==> src/rtl/johnson_phase_monitor.sv <==
// Qualifies the code of an upstream 4-bit Johnson counter: phase decode, successor check, lock/fault FSM.
// Optional revolution counter built when JOHNSON_PHASE_MONITOR_WRAPCNT_EN is defined.
module johnson_phase_monitor (
  input  logic       clk_i,
  input  logic       rst_n_i,
  input  logic       enable_i,
  input  logic       clear_i,
  input  logic [3:0] count_i,
  output logic       valid_o,
  output logic [2:0] phase_o,
  output logic [7:0] phase_onehot_o,
  output logic       illegal_o,
  output logic       seq_err_o,
  output logic       lock_o,
  output logic       fault_o,
  output logic [7:0] wrap_count_o
);

  localparam int unsigned CntW   = 3;
  localparam int unsigned PhaseW = 3;
  localparam int unsigned OhW    = 8;
  localparam int unsigned WrapW  = 8;

  localparam logic [1:0] StAcq    = 2'd0;
  localparam logic [1:0] StTrack  = 2'd1;
  localparam logic [1:0] StLocked = 2'd2;
  localparam logic [1:0] StFault  = 2'd3;

  function automatic logic is_legal(input logic [3:0] c);
    case (c)
      4'b0000, 4'b1000, 4'b1100, 4'b1110,
      4'b1111, 4'b0111, 4'b0011, 4'b0001: is_legal = 1'b1;
      default:                            is_legal = 1'b0;
    endcase
  endfunction

  // Illegal codes map to phase 0; Phase_onehot masks them out.
  function automatic logic [PhaseW-1:0] phase_of(input logic [3:0] c);
    case (c)
      4'b1000: phase_of = 3'd1;
      4'b1100: phase_of = 3'd2;
      4'b1110: phase_of = 3'd3;
      4'b1111: phase_of = 3'd4;
      4'b0111: phase_of = 3'd5;
      4'b0011: phase_of = 3'd6;
      4'b0001: phase_of = 3'd7;
      default: phase_of = 3'd0;
    endcase
  endfunction

  logic [3:0]        cur_q, cur_d;
  logic              have_prev_q, have_prev_d;
  logic [CntW-1:0]   good_cnt_q, good_cnt_d;
  logic [1:0]        state_q, state_d;
  logic              valid_q, valid_d;
  logic [PhaseW-1:0] phase_q, phase_d;
  logic [OhW-1:0]    onehot_q, onehot_d;
  logic              illegal_q, illegal_d;
  logic              seq_err_q, seq_err_d;
  logic              lock_q, lock_d;
  logic              fault_q, fault_d;

  logic [3:0] succ;
  logic       in_legal, cur_legal, compare, good_trans, err_trans;

  always_comb begin
    succ       = {~cur_q[0], cur_q[3:1]};
    in_legal   = is_legal(count_i);
    cur_legal  = is_legal(cur_q);
    compare    = have_prev_q && cur_legal;
    good_trans = enable_i && compare && (count_i == succ);
    err_trans  = enable_i && (!in_legal || (compare && (count_i != succ)));

    cur_d       = cur_q;
    have_prev_d = 1'b0;
    good_cnt_d  = good_cnt_q;
    state_d     = state_q;
    valid_d     = valid_q;
    phase_d     = phase_q;
    onehot_d    = onehot_q;
    illegal_d   = illegal_q;
    seq_err_d   = 1'b0;

    if (enable_i) begin
      cur_d       = count_i;
      have_prev_d = 1'b1;
      valid_d     = 1'b1;
      phase_d     = phase_of(count_i);
      onehot_d    = in_legal ? (OhW'(1) << phase_of(count_i)) : '0;
      illegal_d   = !in_legal;
      seq_err_d   = in_legal && compare && (count_i != succ);
    end

    case (state_q)
      StAcq: begin
        if (enable_i && in_legal) begin
          state_d    = StTrack;
          good_cnt_d = '0;
        end
      end
      StTrack: begin
        if (!enable_i || err_trans) begin
          state_d    = StAcq;
          good_cnt_d = '0;
        end else if (good_trans) begin
          if (good_cnt_q == CntW'(7)) begin
            state_d    = StLocked;
            good_cnt_d = '0;
          end else begin
            good_cnt_d = good_cnt_q + CntW'(1);
          end
        end
      end
      StLocked: begin
        if (err_trans) state_d = StFault;
      end
      default: ;
    endcase

    // Clear overrides whatever transition the capture requested.
    if (clear_i) begin
      state_d    = StAcq;
      good_cnt_d = '0;
    end

    lock_d  = (state_d == StLocked);
    fault_d = (state_d == StFault);
  end

  always_ff @(posedge clk_i or negedge rst_n_i) begin
    if (!rst_n_i) begin
      cur_q       <= '0;
      have_prev_q <= 1'b0;
      good_cnt_q  <= '0;
      state_q     <= StAcq;
      valid_q     <= 1'b0;
      phase_q     <= '0;
      onehot_q    <= '0;
      illegal_q   <= 1'b0;
      seq_err_q   <= 1'b0;
      lock_q      <= 1'b0;
      fault_q     <= 1'b0;
    end else begin
      cur_q       <= cur_d;
      have_prev_q <= have_prev_d;
      good_cnt_q  <= good_cnt_d;
      state_q     <= state_d;
      valid_q     <= valid_d;
      phase_q     <= phase_d;
      onehot_q    <= onehot_d;
      illegal_q   <= illegal_d;
      seq_err_q   <= seq_err_d;
      lock_q      <= lock_d;
      fault_q     <= fault_d;
    end
  end

`ifdef JOHNSON_PHASE_MONITOR_WRAPCNT_EN
  logic [WrapW-1:0] wrap_q, wrap_d;

  // One revolution completes on the good 0001 -> 0000 step.
  always_comb begin
    wrap_d = wrap_q;
    if (clear_i)                              wrap_d = '0;
    else if (good_trans && count_i == 4'b0000) wrap_d = wrap_q + WrapW'(1);
  end

  always_ff @(posedge clk_i or negedge rst_n_i) begin
    if (!rst_n_i) wrap_q <= '0;
    else          wrap_q <= wrap_d;
  end

  assign wrap_count_o = wrap_q;
`else
  assign wrap_count_o = {WrapW{1'b0}};
`endif

  assign valid_o        = valid_q;
  assign phase_o        = phase_q;
  assign phase_onehot_o = onehot_q;
  assign illegal_o      = illegal_q;
  assign seq_err_o      = seq_err_q;
  assign lock_o         = lock_q;
  assign fault_o        = fault_q;

endmodule

==> config.mk <==
export PLATFORM = sky130hd
export DESIGN_NAME = johnson_phase_monitor
export DESIGN_NICKNAME = d
export VERILOG_FILES = /design/src/rtl/johnson_phase_monitor.sv
export SDC_FILE = /design/constraint.sdc
export NUM_CORES = 1
export LEC_CHECK = 0
export ABC_CLOCK_PERIOD_IN_PS = 1400
export CAP_MARGIN = 10
export CORE_MARGIN = 3
export CORE_UTILIZATION = 46
export CTS_BUF_LIST = sky130_fd_sc_hd__clkbuf_2 sky130_fd_sc_hd__clkbuf_4 sky130_fd_sc_hd__clkbuf_8
export CTS_CLUSTER_DIAMETER = 200
export CTS_CLUSTER_SIZE = 16
export DETAILED_ROUTE_END_ITERATION = 10
export GPL_ROUTABILITY_DRIVEN = 0
export GPL_TIMING_DRIVEN = 0
export PLACE_DENSITY_LB_ADDON = 0.2
export SETUP_SLACK_MARGIN = 0.2
export SYNTH_ARGS = -nofsm -noshare
export SYNTH_HDL_FRONTEND = slang
export SYNTH_SLANG_ARGS = --single-unit
==> constraint.sdc <==
create_clock -name clk_i -period 1.4 [get_ports clk_i]
set_input_delay 0.28 -clock clk_i [delete_from_list [all_inputs] [get_ports clk_i]]
set_output_delay 0.28 -clock clk_i [all_outputs]
set_load 0.03 [all_outputs]
==> impl_metrics.json <==
{
  "max_cap_violations": 0,
  "async_reset_ff_share_pct": 100,
  "ys_types": 46,
  "ys_ff_latch": 26,
  "vias": 1035,
  "required_ns": 1.65,
  "synth_edf_count": 0,
  "status": "complete, but fails checks",
  "route.detailed.drc": 0,
  "ios": 32,
  "critical_path.startpoint_type": "flop",
  "cp-end-kind": "flop",
  "gr-total-overflow": 0,
  "syn-instance-count": 134,
  "clock_latency_ns": 0.31,
  "finalWorstSetupSlack_ns": -0.223,
  "die_area_mm2": 0.00376,
  "grt_util_met2_pct": 25.7,
  "htreeDepth": 1,
  "syn_avg_cell_area_um2": 10.5,
  "root_buffer": "clkbuf_4",
  "routed_wirelength_mm": 2.67,
  "clkSinkCount": 26,
  "start_util_pct": 49.8,
  "drtAntennaViolNets": 0,
  "gr-usage-all-layers_pct": 15.9,
  "pwr-share-comb_pct": 24.9,
  "switching_share_pct": 30.3,
  "grt.met1_usage_pct": 21.7,
  "fill_cells": 246,
  "first_iter_violations": 18,
  "ys_seq_area_share_pct": 46.2,
  "dp.cells": 192,
  "layout_commonest_cell": "dfrtp_1",
  "layout_min_cycle_time_ns": 1.62,
  "worstSetupPathType": "flop to flop",
  "layoutNonFillerInstCount": 200,
  "dpl.hpwl_mm": 1.98,
  "ys.flop_type": "dfrtp_1",
  "diodes": 0,
  "antenna_found_initial": 0,
  "grt_max_degree": 27,
  "die_x_um": 61.3,
  "drive_above_1_share_pct": 33.7,
  "r2r_slack_ns": -0.22,
  "setup_viol": 7,
  "cts_tree": "built",
  "coreArea_mm2": 0.00283,
  "seqPwrFrac_pct": 52.7,
  "p_total_mw": 1.56,
  "power_frac_clock_pct": 22.4,
  "die_h_um": 61.3,
  "final_cell_mix": "dfrtp_1, inv_1, buf_6",
  "syn_area_mm2": 0.00141,
  "clk_pin_slew_ns": 0.14,
  "ctsHoldBuffers": 0,
  "pwr_density_cell_mw_per_mm2": 870,
  "netSwitchingPower_mw": 0.472,
  "hold_class": "input port to async pin",
  "intPower_mw": 1.08,
  "dr.pass1.iters": 4,
  "rr_startpoint": "cur_q[0]$_DFFE_PN0P_",
  "crit_path_start": "cur_q[0]$_DFFE_PN0P_",
  "wl_per_cell_um": 13.4,
  "arrival_ns": 1.88,
  "period_share_pct": 116,
  "row_count": 19,
  "grt_pass1_vias": 1023,
  "nets": 180,
  "grt_pass1_wl_mm": 4.50,
  "peakVddDrop_mv": 0.594,
  "cts_buffers": 3,
  "total_leakage_power_nw": 0.851,
  "grt_use_met3_pct": 2.10,
  "ys_warn_count": 0,
  "maxSlewViolCount": 0,
  "critPathMaxFanout": 3,
  "cts_buffer_depth": 2,
  "hold_ws_ns": -0.00273,
  "hold_violations": 7,
  "viasPerCell": 5.18,
  "synthToLayoutAreaGrowth_pct": 27.0,
  "fmax_ghz": 0.616,
  "violations": "hold timing, setup timing",
  "port_buffers": 20,
  "grt.busiest_layer": "met2",
  "rsz0062_at_grt": "true",
  "skew_ns": 0.00214
}
==> Yosys cell counts (2+ instances only) <==
library cell / count / area share (%)
mux2_2: 4 / 3.2
a21oi_1: 2 / 0.71
clkbuf_1: 3 / 0.80
o211ai_1: 2 / 1.1
nand3_1: 2 / 0.71
a22o_1: 3 / 1.9
o21ai_0: 11 / 3.9
buf_4: 8 / 4.3
nand2b_1: 4 / 1.8
inv_1: 14 / 3.7
buf_2: 2 / 0.71
nor2_2: 2 / 0.89
nand4b_1: 2 / 1.2
dfrtp_1: 26 / 46
ha_1: 2 / 1.8
nand2_1: 4 / 1.1
a41o_1: 2 / 1.4
nor2_1: 8 / 2.1
o41a_1: 2 / 1.6
xor2_1: 4 / 2.5
nand4_1: 2 / 0.89
==> timing repair <==
item	CTS	global route
pin swaps	2	1
gates cloned	0	0
buffers inserted	1	2
resized for setup	89	41
hold endpoints to repair	0	0
setup endpoints to repair	67	29
==> stage by stage <==
| stage | setup TNS [ns] | area [µm²] | worst slack [ns] | utilization (%) |
|---|---|---|---|---|
| 2_1_floorplan | -0.366 | 1450 | -0.0688 | - |
| 3_3_place_gp | -19.88 | 1690 | -0.685 | 59.7 |
| 3_5_place_dp | -21.75 | 1690 | -0.715 | 59.7 |
| 4_1_cts | -1.27 | 1660 | -0.209 | 58.8 |
| 5_1_grt | -2.01 | 1790 | -0.309 | 63.2 |
| 6_report | -1.38 | 1790 | -0.223 | 63.2 |
==> metal layers <==
| metal | part of all wire (%) | vias up |
|---|---|---|
| li1 | - | 520 |
| met1 | 48 | 486 |
| met2 | 46 | 25 |
| met3 | 4.4 | 4 |
| met4 | 1.2 | 0 |
| met5 | 0 | - |
==> sequential cells by signal, indices dropped and copies added, names as in the netlist <==
name            count
cur_q               4
good_cnt_q          3
illegal_o           1
phase_onehot_o      8
fault_o             1
have_prev_q         1
seq_err_o           1
lock_o              1
state_q             2
phase_o             3
valid_o             1
==> final timing paths <==
kind	endpoint	depth (start not counted)
worst max register to register	lock_o$_DFF_PN0_	5
worst min register to register	valid_o$_DFFE_PN0P_	1
worst max-delay path	lock_o$_DFF_PN0_	5
min in group clk_i	cur_q[0]$_DFFE_PN0P_	2
max in group asynchronous	cur_q[0]$_DFFE_PN0P_	2
worst min-delay path	good_cnt_q[2]$_DFFE_PN0P_	1
==> power by group through the flow <==
stage          clock network, mW  registers, mW  logic (mW)
6_report                   0.349          0.820       0.388
5_1_grt                    0.395          0.826       0.419
4_1_cts                    0.362          0.816       0.350
3_5_place_dp                   0          0.832       0.357
3_3_place_gp                   0          0.831       0.352
2_1_floorplan                  0          0.873       0.208
==> critical path: stages, from the launching register on <==
cell       delay (ns)
dfrtp_2          0.46
buf_6            0.13
a2111oi_4        0.36
o21ai_2          0.12
o41a_1           0.36
nor2_1           0.13
==> area by class of cell <==
class,count,area [µm²],area share (%)
Sequential cell,26,653,36.5
Tap cell,31,38.8,2.17
Timing Repair Buffer,24,248,13.9
Buffer,14,103,5.74
Multi-Input combinational cell,87,663,37.1
Inverter,14,52.6,2.94
Clock buffer,4,30.0,1.68
==> cells by family after synthesis <==
kind of cell / after synthesis / share of synthesized area (%)
DFF: 26 / 46.2
and+or+nand+nor: 33 / 14.1
buffers and inverters: 28 / 10.3
adders and majority gates: 2 / 1.78
muxes: 5 / 3.91
AOI/OAI and AO/OA: 34 / 20.3
other: 1 / 0.266
xor gates and xnor gates: 5 / 3.11
Power figures use the tool's default switching activity.
==> RTL change 1: new RTL, config.mk and constraints unchanged <==
Build with the macro `JOHNSON_PHASE_MONITOR_WRAPCNT_EN` defined.
--- a/src/rtl/johnson_phase_monitor.sv
+++ b/src/rtl/johnson_phase_monitor.sv
@@ -1,5 +1,7 @@
 // Qualifies the code of an upstream 4-bit Johnson counter: phase decode, successor check, lock/fault FSM.
 // Optional revolution counter built when JOHNSON_PHASE_MONITOR_WRAPCNT_EN is defined.
+`define JOHNSON_PHASE_MONITOR_WRAPCNT_EN
+
 module johnson_phase_monitor (
   input  logic       clk_i,
   input  logic       rst_n_i,
Formal check against the unedited RTL: not equivalent (a bounded check fails within 4 cycles, from zero or initial values and one cycle with rst_n_i low).
==> RTL change 1 against the original RTL <==
- the flow finishes with violations (negative setup slack)
- hold slack better by 43 ps
- synthesized area increased by 20%
- setup slack lost 76 ps
- critical path depth up 3
- design area rose by 28%
- non-clock buffer count rose by 13
- global-route usage increased by 2.8 points
- first-iteration DRC count rose to 4.4 times the old value
- synthesized cell count up 13%
- largest cell class is now sequential cells
- via count increased by 25%
- wire length increased by 37%
- sequential cell count up 8
- largest power group unchanged
- power is 47% higher
==> RTL change 1: results <==
export IMPL_drt_initial_drc_count=79
export IMPL_multi_input_area_share_pct=37.1
export IMPL_port_buffers=29
export IMPL_min_path_type="input pin to asynchronous set/reset pin"
export IMPL_reg2reg_from="cur_q[2]"
export IMPL_p_sw_uw=591
export IMPL_yosysWarnings=0
export IMPL_sh_seq_area_pct=37.4
export IMPL_rr_endpoint="wrap_count_o[1]"
export IMPL_grt_pass1_wl_mm=6.07
export IMPL_grt_max_degree=35
export IMPL_synth_cell_types=41
export IMPL_async_flop_share_pct=100
export IMPL_violations="negative setup slack"
export IMPL_post_drt_wl_per_cell_um=14.7
export IMPL_internal_power_mw=1.70
export IMPL_cts_max_level=2
export IMPL_drive_gt1_share_pct=45.8
export IMPL_layout_setup_ws_ps=-298
export IMPL_synth_xor_area_share_pct=6.69
export IMPL_crit_arrival_ps=1860
export IMPL_powerComb_uw=361
export IMPL_p_leak_nw=1.08
export IMPL_clockBufferCount=5
export IMPL_pwr_share_clk_pct=38.0
export IMPL_seqCellArea_sq_um=856
export IMPL_dpl_cell_area_sq_um=2080
export IMPL_clkCellAreaFrac_pct=4.75
export IMPL_crit_fanout=7
export IMPL_cts_sinks=34
export IMPL_multi_input_gates=100
export IMPL_grt_antenna_before_repair=0
export IMPL_synthTopCellsByArea="dfrtp_1 51%, mux2_2 4.7%, nor2_1 3.8%"
export IMPL_cts_root_buf="clkbuf_8"
export IMPL_reg2reg_slack_ps=-300
export IMPL_synth_fa_ha_area_share_pct=2.23
export IMPL_setup_viol=16
export IMPL_finalNetCount=213
export IMPL_dp_hpwl_mm=2.46
export IMPL_synthMuxAreaShare_pct=5.87
export IMPL_clkTransAtPathRegs_ps=70
export IMPL_netlist_area_sq_um=1680
export IMPL_ir_worst_vdd_mv=0.675
export IMPL_clock_latency_ps=290
export IMPL_num_vias=1297
export IMPL_antenna_cells=0
export IMPL_reg2reg_depth=8
export IMPL_ys_top_cells_by_count="34 x dfrtp_1, 17 x nor2_1, 10 x inv_1"
export IMPL_outcome="finished with violations"
export IMPL_buf_share_pct=16.6
export IMPL_cts_setup_buffers=11
export IMPL_ys_seq_area_share_pct=50.5
export IMPL_nFillCells=254
export IMPL_synth_compound_area_share_pct=11.5
export IMPL_buffers_excl_clock=51
export IMPL_cts_resized=142
export IMPL_clock_skew_ps=5.75
export IMPL_inverters=10
export IMPL_track_usage_pct=18.7
[RTL change 1: critical path, stage by stage, from the launching register on]
cell and delay [ps]:
dfrtp_2 470, buf_12 150, xnor2_4 140, nand4_4 120, nor3b_4 190, buf_6 140, buf_4 120, mux2i_1 180
nor2_1 50
[RTL change 1: through the flow]
| stage | worst slack, ps | TNS (ps) | hold slack [ps] | cells |
|---|---|---|---|---|
| after global routing | -396 | -4910 | 111 | 249 |
| after global placement | -925 | -38020 | 452 | 227 |
| after floorplan | -179 | -1670 | -15.6 | 152 |
| after detailed placement | -992 | -19710 | 383 | 227 |
| final | -298 | -3540 | 40.2 | 249 |
| after CTS | -271 | -2840 | 67.2 | 246 |
[RTL change 1: routing by layer]
layer  track usage, %  routed length, um
met5                0                  0
met4             7.61                 68
met3             5.56                159
met2             31.4               1900
met1             22.4               1540
==> RTL change 2: new RTL, same settings <==
Made on the original files. Register the input `enable_i` before use, with the module's reset. The logic sees it one clock later. The other inputs are not delayed to match.
--- a/src/rtl/johnson_phase_monitor.sv
+++ b/src/rtl/johnson_phase_monitor.sv
@@ -25,6 +25,16 @@
   localparam logic [1:0] StTrack  = 2'd1;
   localparam logic [1:0] StLocked = 2'd2;
   localparam logic [1:0] StFault  = 2'd3;
+
+  logic enable_q;
+
+  always_ff @(posedge clk_i or negedge rst_n_i) begin
+    if (!rst_n_i) begin
+      enable_q <= '0;
+    end else begin
+      enable_q <= enable_i;
+    end
+  end
 
   function automatic logic is_legal(input logic [3:0] c);
     case (c)
@@ -68,8 +78,8 @@
     in_legal   = is_legal(count_i);
     cur_legal  = is_legal(cur_q);
     compare    = have_prev_q && cur_legal;
-    good_trans = enable_i && compare && (count_i == succ);
-    err_trans  = enable_i && (!in_legal || (compare && (count_i != succ)));
+    good_trans = enable_q && compare && (count_i == succ);
+    err_trans  = enable_q && (!in_legal || (compare && (count_i != succ)));
 
     cur_d       = cur_q;
     have_prev_d = 1'b0;
@@ -81,7 +91,7 @@
     illegal_d   = illegal_q;
     seq_err_d   = 1'b0;
 
-    if (enable_i) begin
+    if (enable_q) begin
       cur_d       = count_i;
       have_prev_d = 1'b1;
       valid_d     = 1'b1;
@@ -93,13 +103,13 @@
 
     case (state_q)
       StAcq: begin
-        if (enable_i && in_legal) begin
+        if (enable_q && in_legal) begin
           state_d    = StTrack;
           good_cnt_d = '0;
         end
       end
       StTrack: begin
-        if (!enable_i || err_trans) begin
+        if (!enable_q || err_trans) begin
           state_d    = StAcq;
           good_cnt_d = '0;
         end else if (good_trans) begin
Function: changed (Yosys sat finds a counterexample within 4 cycles, from zero or initial values and one cycle with rst_n_i low).
==> RTL change 2 against the original RTL <==
- the run ends with negative setup slack left
- sequential cell count rose by 1
- power increased by 5.5%
- setup slack got worse by 91 ps
- sequential power grew 3.5%
- hold slack improved by 23 ps
- wire length grew 13%
- combinational power rose by 10%
- global-route usage rose by 1.6 points
- design area is 8.3% higher
- synthesized area decreased by 0.27%
- largest cell class is now sequential cells
==> RTL change 2: results <==
export IMPL_outcome="finished with violations"
export IMPL_violations="negative setup slack"
export IMPL_ys_seq_area_share_pct=48.1
export IMPL_ys_top_cells_by_count="27 x dfrtp_1, 14 x inv_1, 14 x o21ai_0"
export IMPL_grt_pass1_wl_mm=4.86
export IMPL_synthFlopType="dfrtp_1"
export IMPL_largest_reg_flops=8
export IMPL_clock_latency_ps=340
export IMPL_yosysWarnings=0
export IMPL_post_drt_wl_per_cell_um=14.1
export IMPL_wl_met2_mm=1.56
export IMPL_grt_max_degree=28
export IMPL_synth_cells=138
export IMPL_crit_start="cur_q[3]"
export IMPL_maxUsedRoutingLayer="met4"
export IMPL_grt_antenna_before_repair=0
export IMPL_layout_setup_ws_ps=-314
export IMPL_ir_worst_vdd_mv=0.555
export IMPL_cts_root_buf="clkbuf_4"
export IMPL_dr_pass1_iters=4
export IMPL_port_buffers=21
export IMPL_synth_enable_flop_cells=0
export IMPL_crit_fanout=3
export IMPL_finalNetCount=195
export IMPL_route_met3_wl_um=149
export IMPL_clock_skew_ps=3.89
export IMPL_crit_arrival_ps=2000
export IMPL_cts_max_level=1
export IMPL_drive_gt1_share_pct=40.2
export IMPL_clock_path_buffers=2
export IMPL_track_usage_pct=17.5
export IMPL_antenna_cells=0
export IMPL_min_path_type="input pin to asynchronous set/reset pin"
export IMPL_dp_hpwl_mm=2.01
export IMPL_num_vias=1142
export IMPL_synthTopCellsByArea="dfrtp_1 48%, o21ai_0 5.0%, buf_4 4.3%"
export IMPL_async_flop_share_pct=100
export IMPL_hold_buffers=0
export IMPL_cts_inserted_buffers=3
export IMPL_synth_cell_types=43
export IMPL_p_leak_nw=0.905
export IMPL_met1_length_mm=1.29
export IMPL_p_sw_uw=520
export IMPL_drt_initial_drc_count=21
export IMPL_clkTransAtPathRegs_ps=160
export IMPL_wirelength_mm=3.02
export IMPL_max_slew_margin_pct=61.0
export IMPL_synth_most_common_cell="dfrtp_1"
export IMPL_setup_viol=7
-- RTL change 2: per-stage QoR --
stage	cell area, sq um	setup WS (ps)	TNS, ps
floorplan	1440	-186	-791
global placement	1690	-837	-14860
detailed placement	1690	-867	-16420
global route	1940	-330	-2040
finish	1940	-314	-1840
CTS	1770	-278	-1450
-- RTL change 2: cell families after synthesis --
kind of cell    synth area share (%)
xor+xnor                        3.65
simple gates                    15.4
buf+inv                         10.8
fa+ha+maj                       1.78
mux                             3.12
compound gates                  16.8
flops                           48.1
other cells                    0.267
-- RTL change 2: path summary, 6_finish.rpt --
path,to,slack (ps),depth (start not counted)
max in group asynchronous,enable_q,890,2
hold reg to reg,valid_o,520,1
setup / recovery,lock_o,-310,5
hold / removal,phase_onehot_o[5],20,1
min in group clk_i,cur_q[2],210,3
setup reg to reg,lock_o,-310,5
-- RTL change 2: area by class of cell --
type | instances | area [sq um]
fill | 218 | 893
sequential | 27 | 677
multi-input combinational | 90 | 672
timing repair buffer | 35 | 352
buffer | 14 | 114
inverter | 14 | 52.6
tap | 31 | 38.8
clock buffer | 3 | 22.5
clock inverter | 1 | 7.51
-- RTL change 2: worst max-delay path, stage by stage, from the launching register on --
cell and delay [ps]:
dfrtp_1 440, xor2_2 170, nor4_4 310, a21bo_2 270, or3_1 320, a21boi_2 140
-- RTL change 2: power by group through the flow --
stage	combinational [mW]	clock [mW]	sequential, mW
3_5_place_dp	0.332	0	0.863
4_1_cts	0.364	0.365	0.846
5_1_grt	0.460	0.409	0.853
6_report	0.427	0.366	0.849
2_1_floorplan	0.184	0	0.900
3_3_place_gp	0.326	0	0.859
-- RTL change 2: per-layer routing --
metal  vias to the layer above  global-route usage [%]
met2                        36                    28.9
met1                       555                    23.6
met4                         0                    5.26
met5                         -                       0
li1                        549                       -
met3                         2                    2.94
-- RTL change 2: timing repair --
action	4_1_cts	5_1_grt
gates resized for setup	106	43
cloned	0	0
pin swaps	7	5
setup buffers	6	7
setup endpoints to repair	68	41
